$ cat src/rtl/axis_sim_pkt_sink.sv
// AXI4-Stream packet sink and checker: LFSR backpressure, tkeep/length checks, packet statistics.
// Optional macro SINK_STALL_CHECK_EN adds a check that a stalled beat is held stable until accepted.
module axis_sim_pkt_sink #(
   parameter int          C_S_AXIS_DATA_WIDTH  = 256,
   parameter int          C_S_AXIS_TUSER_WIDTH = 128,
   parameter int          THROTTLE_PERCENT     = 50,
   parameter logic [15:0] LFSR_SEED            = 16'hACE1,
   parameter int          MIN_PKT_BYTES        = 60,
   parameter int          MAX_PKT_BYTES        = 1518
) (
   input  logic                               axis_aclk,
   input  logic                               axis_resetn,
   input  logic [C_S_AXIS_DATA_WIDTH-1:0]     s_axis_tdata,
   input  logic [C_S_AXIS_DATA_WIDTH/8-1:0]   s_axis_tkeep,
   input  logic [C_S_AXIS_TUSER_WIDTH-1:0]    s_axis_tuser,
   input  logic                               s_axis_tvalid,
   output logic                               s_axis_tready,
   input  logic                               s_axis_tlast,
   input  logic                               enable,
   input  logic                               clear_stats,
   output logic [31:0]                        pkt_count,
   output logic [47:0]                        byte_count,
   output logic [15:0]                        err_count,
   output logic [3:0]                         err_flags,
   output logic [15:0]                        last_pkt_len,
   output logic [7:0]                         last_src_port,
   output logic                               busy
);

   localparam int         KEEP_W = C_S_AXIS_DATA_WIDTH / 8;
   localparam int         CNT_W  = $clog2(KEEP_W + 1);
   localparam logic [7:0] THRESH = 8'(THROTTLE_PERCENT * 256 / 100);

   localparam int E_KEEP  = 0;
   localparam int E_LEN   = 1;
   localparam int E_MISM  = 2;
   localparam int E_STALL = 3;

   typedef enum logic [0:0] {
      S_IDLE = 1'b0,
      S_PKT  = 1'b1
   } state_e;

   function automatic logic [CNT_W-1:0] popcount(input logic [KEEP_W-1:0] v);
      logic [CNT_W-1:0] n;
      n = '0;
      for (int i = 0; i < KEEP_W; i++) n = n + CNT_W'(v[i]);
      return n;
   endfunction

   state_e      state_q, state_d;
   logic [15:0] lfsr_q, lfsr_d;
   logic        tready_q, tready_d;

   logic [15:0] len_q, len_d;
   logic [15:0] exp_len_q, exp_len_d;
   logic [7:0]  src_q, src_d;
   logic        kerr_q, kerr_d;
   logic        mark_q, mark_d;

   logic        upd_q, upd_d;
   logic [15:0] upd_len_q, upd_len_d;
   logic [7:0]  upd_src_q, upd_src_d;
   logic [3:0]  upd_err_q, upd_err_d;

   logic [31:0] pkt_count_q, pkt_count_d;
   logic [47:0] byte_count_q, byte_count_d;
   logic [15:0] err_count_q, err_count_d;
   logic [3:0]  err_flags_q, err_flags_d;
   logic [15:0] last_len_q, last_len_d;
   logic [7:0]  last_src_q, last_src_d;

   logic              accept;
   logic              stall_viol;
   logic [CNT_W-1:0]  beat_bytes;
   logic [KEEP_W-1:0] keep_inc;
   logic              beat_kerr;
   logic [15:0]       base_len;
   logic              base_kerr;
   logic [15:0]       cur_exp;
   logic [7:0]        cur_src;
   logic [16:0]       len_sum;
   logic [15:0]       new_len;
   logic              new_kerr;
   logic              mark_acc;

   assign accept = s_axis_tvalid & tready_q;

   // Fibonacci LFSR, taps 16,14,13,11; tready is decided one cycle ahead from its low byte.
   assign lfsr_d   = {lfsr_q[14:0], lfsr_q[15] ^ lfsr_q[13] ^ lfsr_q[12] ^ lfsr_q[10]};
   assign tready_d = enable & (lfsr_q[7:0] >= THRESH);

`ifdef SINK_STALL_CHECK_EN
   logic                              stall_q;
   logic [C_S_AXIS_DATA_WIDTH-1:0]    hold_data_q;
   logic [KEEP_W-1:0]                 hold_keep_q;
   logic [C_S_AXIS_TUSER_WIDTH-1:0]   hold_user_q;
   logic                              hold_last_q;

   assign stall_viol = stall_q & (~s_axis_tvalid
                                  | (s_axis_tdata != hold_data_q)
                                  | (s_axis_tkeep != hold_keep_q)
                                  | (s_axis_tuser != hold_user_q)
                                  | (s_axis_tlast != hold_last_q));

   always_ff @(posedge axis_aclk) begin
      if (!axis_resetn) stall_q <= 1'b0;
      else              stall_q <= s_axis_tvalid & ~tready_q;
   end

   // NOTE: the hold registers are plain datapath qualified by stall_q, so they carry no reset.
   always_ff @(posedge axis_aclk) begin
      if (s_axis_tvalid & ~tready_q) begin
         hold_data_q <= s_axis_tdata;
         hold_keep_q <= s_axis_tkeep;
         hold_user_q <= s_axis_tuser;
         hold_last_q <= s_axis_tlast;
      end
   end
`else
   logic unused_stall_inputs;
   assign stall_viol          = 1'b0;
   assign unused_stall_inputs = ^{s_axis_tdata, s_axis_tuser[C_S_AXIS_TUSER_WIDTH-1:24]};
`endif

   always_comb begin
      // NOTE: every signal driven here gets a default first, so no latches can be inferred.
      state_d   = state_q;
      len_d     = len_q;
      exp_len_d = exp_len_q;
      src_d     = src_q;
      kerr_d    = kerr_q;
      upd_d     = 1'b0;
      upd_len_d = upd_len_q;
      upd_src_d = upd_src_q;
      upd_err_d = upd_err_q;

      beat_bytes = popcount(s_axis_tkeep);
      keep_inc   = s_axis_tkeep + KEEP_W'(1);
      // A last beat must be a nonzero run of ones from bit 0; earlier beats must be full.
      beat_kerr  = s_axis_tlast ? ((s_axis_tkeep == '0) | ((s_axis_tkeep & keep_inc) != '0))
                                : ~(&s_axis_tkeep);

      base_len  = (state_q == S_PKT) ? len_q : 16'd0;
      base_kerr = (state_q == S_PKT) & kerr_q;
      cur_exp   = (state_q == S_PKT) ? exp_len_q : s_axis_tuser[15:0];
      cur_src   = (state_q == S_PKT) ? src_q : s_axis_tuser[23:16];
      len_sum   = {1'b0, base_len} + 17'(beat_bytes);
      new_len   = len_sum[16] ? 16'hFFFF : len_sum[15:0];
      new_kerr  = base_kerr | beat_kerr;
      mark_acc  = mark_q | stall_viol;
      mark_d    = mark_acc;

      if (accept) begin
         len_d     = new_len;
         kerr_d    = new_kerr;
         exp_len_d = cur_exp;
         src_d     = cur_src;
         if (s_axis_tlast) begin
            state_d   = S_IDLE;
            upd_d     = 1'b1;
            upd_len_d = new_len;
            upd_src_d = cur_src;
            upd_err_d = {mark_acc,
                         new_len != cur_exp,
                         (new_len < 16'(MIN_PKT_BYTES)) | (new_len > 16'(MAX_PKT_BYTES)),
                         new_kerr};
            mark_d    = 1'b0;
         end else begin
            state_d = S_PKT;
         end
      end
   end

   // Statistics trail the completing beat by one cycle; a coincident clear drops that packet.
   always_comb begin
      pkt_count_d  = pkt_count_q;
      byte_count_d = byte_count_q;
      err_count_d  = err_count_q;
      err_flags_d  = err_flags_q;
      last_len_d   = last_len_q;
      last_src_d   = last_src_q;

      if (clear_stats) begin
         pkt_count_d  = '0;
         byte_count_d = '0;
         err_count_d  = '0;
         err_flags_d  = '0;
         last_len_d   = '0;
         last_src_d   = '0;
      end else begin
         if (upd_q) begin
            pkt_count_d  = pkt_count_q + 32'd1;
            byte_count_d = byte_count_q + 48'(upd_len_q);
            last_len_d   = upd_len_q;
            last_src_d   = upd_src_q;
            err_flags_d  = err_flags_q | upd_err_q;
            if ((upd_err_q != 4'd0) && (err_count_q != 16'hFFFF))
               err_count_d = err_count_q + 16'd1;
         end
         if (stall_viol) err_flags_d[E_STALL] = 1'b1;
      end
   end

   // NOTE: sequential state uses non-blocking assignments so every register updates together.
   always_ff @(posedge axis_aclk) begin
      if (!axis_resetn) begin
         state_q      <= S_IDLE;
         lfsr_q       <= LFSR_SEED;
         tready_q     <= 1'b0;
         len_q        <= '0;
         exp_len_q    <= '0;
         src_q        <= '0;
         kerr_q       <= 1'b0;
         mark_q       <= 1'b0;
         upd_q        <= 1'b0;
         upd_len_q    <= '0;
         upd_src_q    <= '0;
         upd_err_q    <= '0;
         pkt_count_q  <= '0;
         byte_count_q <= '0;
         err_count_q  <= '0;
         err_flags_q  <= '0;
         last_len_q   <= '0;
         last_src_q   <= '0;
      end else begin
         state_q      <= state_d;
         lfsr_q       <= lfsr_d;
         tready_q     <= tready_d;
         len_q        <= len_d;
         exp_len_q    <= exp_len_d;
         src_q        <= src_d;
         kerr_q       <= kerr_d;
         mark_q       <= mark_d;
         upd_q        <= upd_d;
         upd_len_q    <= upd_len_d;
         upd_src_q    <= upd_src_d;
         upd_err_q    <= upd_err_d;
         pkt_count_q  <= pkt_count_d;
         byte_count_q <= byte_count_d;
         err_count_q  <= err_count_d;
         err_flags_q  <= err_flags_d;
         last_len_q   <= last_len_d;
         last_src_q   <= last_src_d;
      end
   end

   assign s_axis_tready = tready_q;
   assign pkt_count     = pkt_count_q;
   assign byte_count    = byte_count_q;
   assign err_count     = err_count_q;
   assign err_flags     = err_flags_q;
   assign last_pkt_len  = last_len_q;
   assign last_src_port = last_src_q;
   assign busy          = (state_q == S_PKT);

endmodule
$ cat config.mk
export PLATFORM = sky130hd
export DESIGN_NAME = axis_sim_pkt_sink
export DESIGN_NICKNAME = d
export VERILOG_FILES = /design/src/rtl/axis_sim_pkt_sink.sv
export SDC_FILE = /design/constraint.sdc
export NUM_CORES = 1
export LEC_CHECK = 0
export ABC_AREA = 0
export CAP_MARGIN = 20
export CORE_AREA = 5 5 212 214
export CTS_BUF_LIST = sky130_fd_sc_hd__clkbuf_4 sky130_fd_sc_hd__clkbuf_8
export CTS_CLUSTER_SIZE = 16
export DETAILED_ROUTE_END_ITERATION = 7
export DIE_AREA = 0 0 217 219
export PLACE_DENSITY = 0.6
export SLEW_MARGIN = 20
export SYNTH_ARGS = -nofsm -noshare
export SYNTH_HDL_FRONTEND = slang
export SYNTH_SLANG_ARGS = --single-unit
$ cat constraint.sdc
create_clock -name axis_aclk -period 18.95 [get_ports axis_aclk]
set_clock_uncertainty 0.05 [all_clocks]
set_input_delay 5.685 -clock axis_aclk [delete_from_list [all_inputs] [get_ports axis_aclk]]
set_output_delay 5.685 -clock axis_aclk [all_outputs]
set_load 0.1 [all_outputs]
==> metrics.cfg <==
[sta]
setup_viol = 0
period_share = 0.636
drv_slew = 0
tightest_slew_ns = 1.09
rsz0062_at_grt = no
fin_ws_ns = 6.89
fin_setup_tns_ns = 0
min_period_ns = 12.06
max-slew-margin-rel = 0.273
max_freq_mhz = 82.9
finalHoldViolCount = 0

[setup_path]
crit_path_start_kind = input port
cpPeakStageDelay_ns = 0.78
critPathMaxFanout = 7
path_class = in -> reg
arrival_ns = 12.44
regToRegStartpoint = busy$_SDFFE_PN0P_
crit_path_top_delay_cell = o311ai_1
end_kind = flop
crit_chain = clkdlybuf4s50_1 -> inv_1 -> fa_1 -> fa_1 -> fa_1 -> fa_1 -> fa_1 -> fa_1 -> fa_1 -> inv_1 -> fa_1 -> a211oi_1 -> o21ai_1 -> nand2_1 -> o311ai_1 -> xor2_1 -> a2111oi_0 -> a31oi_1
critPathRequiredTime_ns = 19.33
startpoint = s_axis_tkeep[7]
cpMostUsedCell = fa_1

[floorplanning]
num_rows = 76
boundaryPins = 548
die_h_um = 219
die_x_um = 217
core_area_um2 = 42700
die-area_um2 = 47500
initial_core_util = 0.266

[synthesis]
synth_edf_count = 0
synth_top_area_share = 0.370
synth_fp_nets = 1819
syn_avg_cell_area_um2 = 8.53
synthTopCellsByArea = dfxtp_1 (37%), nor2_1 (5.5%), nand2_1 (5.3%)
synthArstFlopShare = 0
syn_area_um2 = 11400
ys_types = 67
syn_inst = 1334
netlist_top_cells_count = dfxtp_1 (210), nor2_1 (168), nand2_1 (162)
synthFlopType = dfxtp_1
yosysTopAreaCell = dfxtp_1
yosys_warnings = 0
synth-seq-cells = 210
ys_seq_area_frac = 0.370
post-synth-top-count-cell = dfxtp_1

[grt]
track_usage = 0.142
grt_max_degree = 74
grt_pass1_wl_um = 54400
antenna_found_initial = 1
grt_remaining_overflow = 0
grt_pass1_vias = 9785

[power_and_ir_drop]
share_comb_of_total_power = 0.346
power_density_nw_per_um2 = 97.5
max-vdd-ir-drop_mv = 0.118
seq_power_share = 0.322
leakage_uw = 0.00555
p_total_uw = 1420
intPower_uw = 898
power_frac_clock = 0.332
p_switching_uw = 526
p_sw_frac = 0.369

[clock_network]
clock_path_buffers = 3
cts_tree = built
cts_buffers = 42
h-tree-depth = 2
clk_pin_slew_ns = 0.06
hold_buffers = 0
ctsResizeCount = 0
cts-root-buf = clkbuf_8
insertion_delay_ns = 0.58
postCtsSetupRepairBufs = 0
cts.sinks = 210

[finish]
num-nets-final = 1997
fill_cells = 4433
multi_input_area_um2 = 6730
syn2layout_area_growth_pct = 28.3
final_util = 0.342
drive_gt1_frac = 0.0669
regArea_um2 = 4210

[place]
hpwl_um = 26000
place_congestion = 0.934
port_buffers = 186
pre_cts_slack_ns = 6.31

[route]
drt-initial-drc-count = 721
ant_nets = 0
firstDrtPassIters = 5
avgRoutedWirePerCell_um = 16.7
via_count = 10100
vias_per_cell = 4.84
wl_um = 34900
drc = 0

[hold_path]
hp-start = lfsr_q[9]$_SDFF_PN0_
hold_class = reg -> reg

[job]
cap_viol_max_count = 0

[run_status]
status = complete, no violations

==> layout make-up <==
| class | instances | area share |
|---|---|---|
| multi-input cells | 1006 | 0.461 |
| repair buffers | 195 | 0.132 |
| clock inverters | 14 | 0.00711 |
| well taps | 546 | 0.0468 |
| clock buffers | 58 | 0.0508 |
| flip-flops and latches | 210 | 0.288 |
| diodes | 1 | 0.000171 |
| inverters | 57 | 0.0147 |
==> cell families (layout without fill, tap and decap cells) <==
family,Yosys count,count (layout),share of synthesized area
XOR/XNOR,105,105,0.0808
AND/OR/NAND/NOR,553,553,0.228
flip-flops,210,210,0.370
other,1,2,0.000330
buffers and inverters,118,324,0.0406
multiplexers,60,60,0.0534
AO/OA/AOI/OAI,224,224,0.140
adder cells (fa/ha/maj),63,63,0.0871
==> power by group through the flow <==
stage | clock network, uW | logic, uW | registers, uW
final | 472 | 493 | 458
after global placement | 0 | 489 | 467
after floorplan | 0 | 334 | 466
after CTS | 493 | 494 | 458
after detailed placement | 0 | 491 | 468
after global routing | 513 | 556 | 459
==> critical path, delay by kind of cell <==
family / cells / cell delay [ns]
xor gates and xnor gates: 1 / 0.15
buffers and inverters: 3 / 0.86
and+or+nand+nor: 1 / 0.22
adders and majority gates: 8 / 3.61
AOI/OAI and AO/OA: 5 / 1.91
==> routing by layer <==
metal / wire (um) / share of wire / global-route usage / vias to the layer above
met5: 0 / 0 / 0 / -
met4: 1040 / 0.030 / 0.0476 / 0
met3: 2210 / 0.063 / 0.0359 / 65
met2: 15600 / 0.45 / 0.224 / 283
met1: 16000 / 0.46 / 0.190 / 4780
li1: - / - / - / 4982
==> through the flow <==
stage,cells,hold WS [ns],cell area [um2]
6_report,2087,0.332,14600
3_5_place_dp,2014,0.342,13700
4_1_cts,2086,0.315,14600
3_3_place_gp,2013,0.340,13700
2_1_floorplan,1334,0.336,11400
5_1_grt,2087,0.350,14600
==> flip-flops by register name, summed over array words and instances (netlist names), 3 cells and up <==
signal,flops
upd_src_q,8
err_flags,3
src_q,8
last_pkt_len,16
last_src_port,8
upd_err_q,3
err_count,16
len_q,16
pkt_count,32
upd_len_q,16
exp_len_q,16
byte_count,48
lfsr_q,16
==> path summary, 6_finish.rpt <==
| check | slack, ns | depth (start not counted) | end |
|---|---|---|---|
| worst min-delay path | 0.33 | 1 | lfsr_q[10]$_SDFF_PN1_ |
| worst max-delay path | 6.89 | 18 | upd_err_q[2]$_SDFFE_PN0P_ |
| worst min register to register | 0.33 | 1 | lfsr_q[10]$_SDFF_PN1_ |
| worst max register to register | 12.16 | 17 | upd_err_q[2]$_SDFFE_PN0P_ |
==> placed cells by master, fill, tap and decap left out, drive strengths merged, types with 4 or more instances in the layout <==
cell type | synthesis | layout
mux2i | 54 | 54
nand2 | 162 | 162
a211oi | 21 | 21
a2111oi | 5 | 5
and2 | 31 | 31
a21o | 16 | 16
mux2 | 6 | 6
ha | 36 | 36
clkdlybuf4s50 | 0 | 185
a21boi | 27 | 27
o211a | 26 | 26
o21a | 4 | 4
clkinv | 2 | 13
a31oi | 6 | 6
and3 | 23 | 23
a21oi | 42 | 42
and4 | 8 | 8
xnor2 | 45 | 45
o22ai | 8 | 8
buf | 15 | 10
o21ai | 36 | 36
fa | 27 | 27
inv | 55 | 55
nor3 | 25 | 25
nor4 | 16 | 16
nor2 | 168 | 168
xor2 | 60 | 60
nand4 | 26 | 26
nand3 | 56 | 56
clkbuf | 46 | 58
nor2b | 6 | 6
nor4b | 4 | 4
or3 | 6 | 6
o31ai | 4 | 4
nand2b | 14 | 14
dfxtp | 210 | 210
No activity file was read; power rests on OpenSTA's default activity.
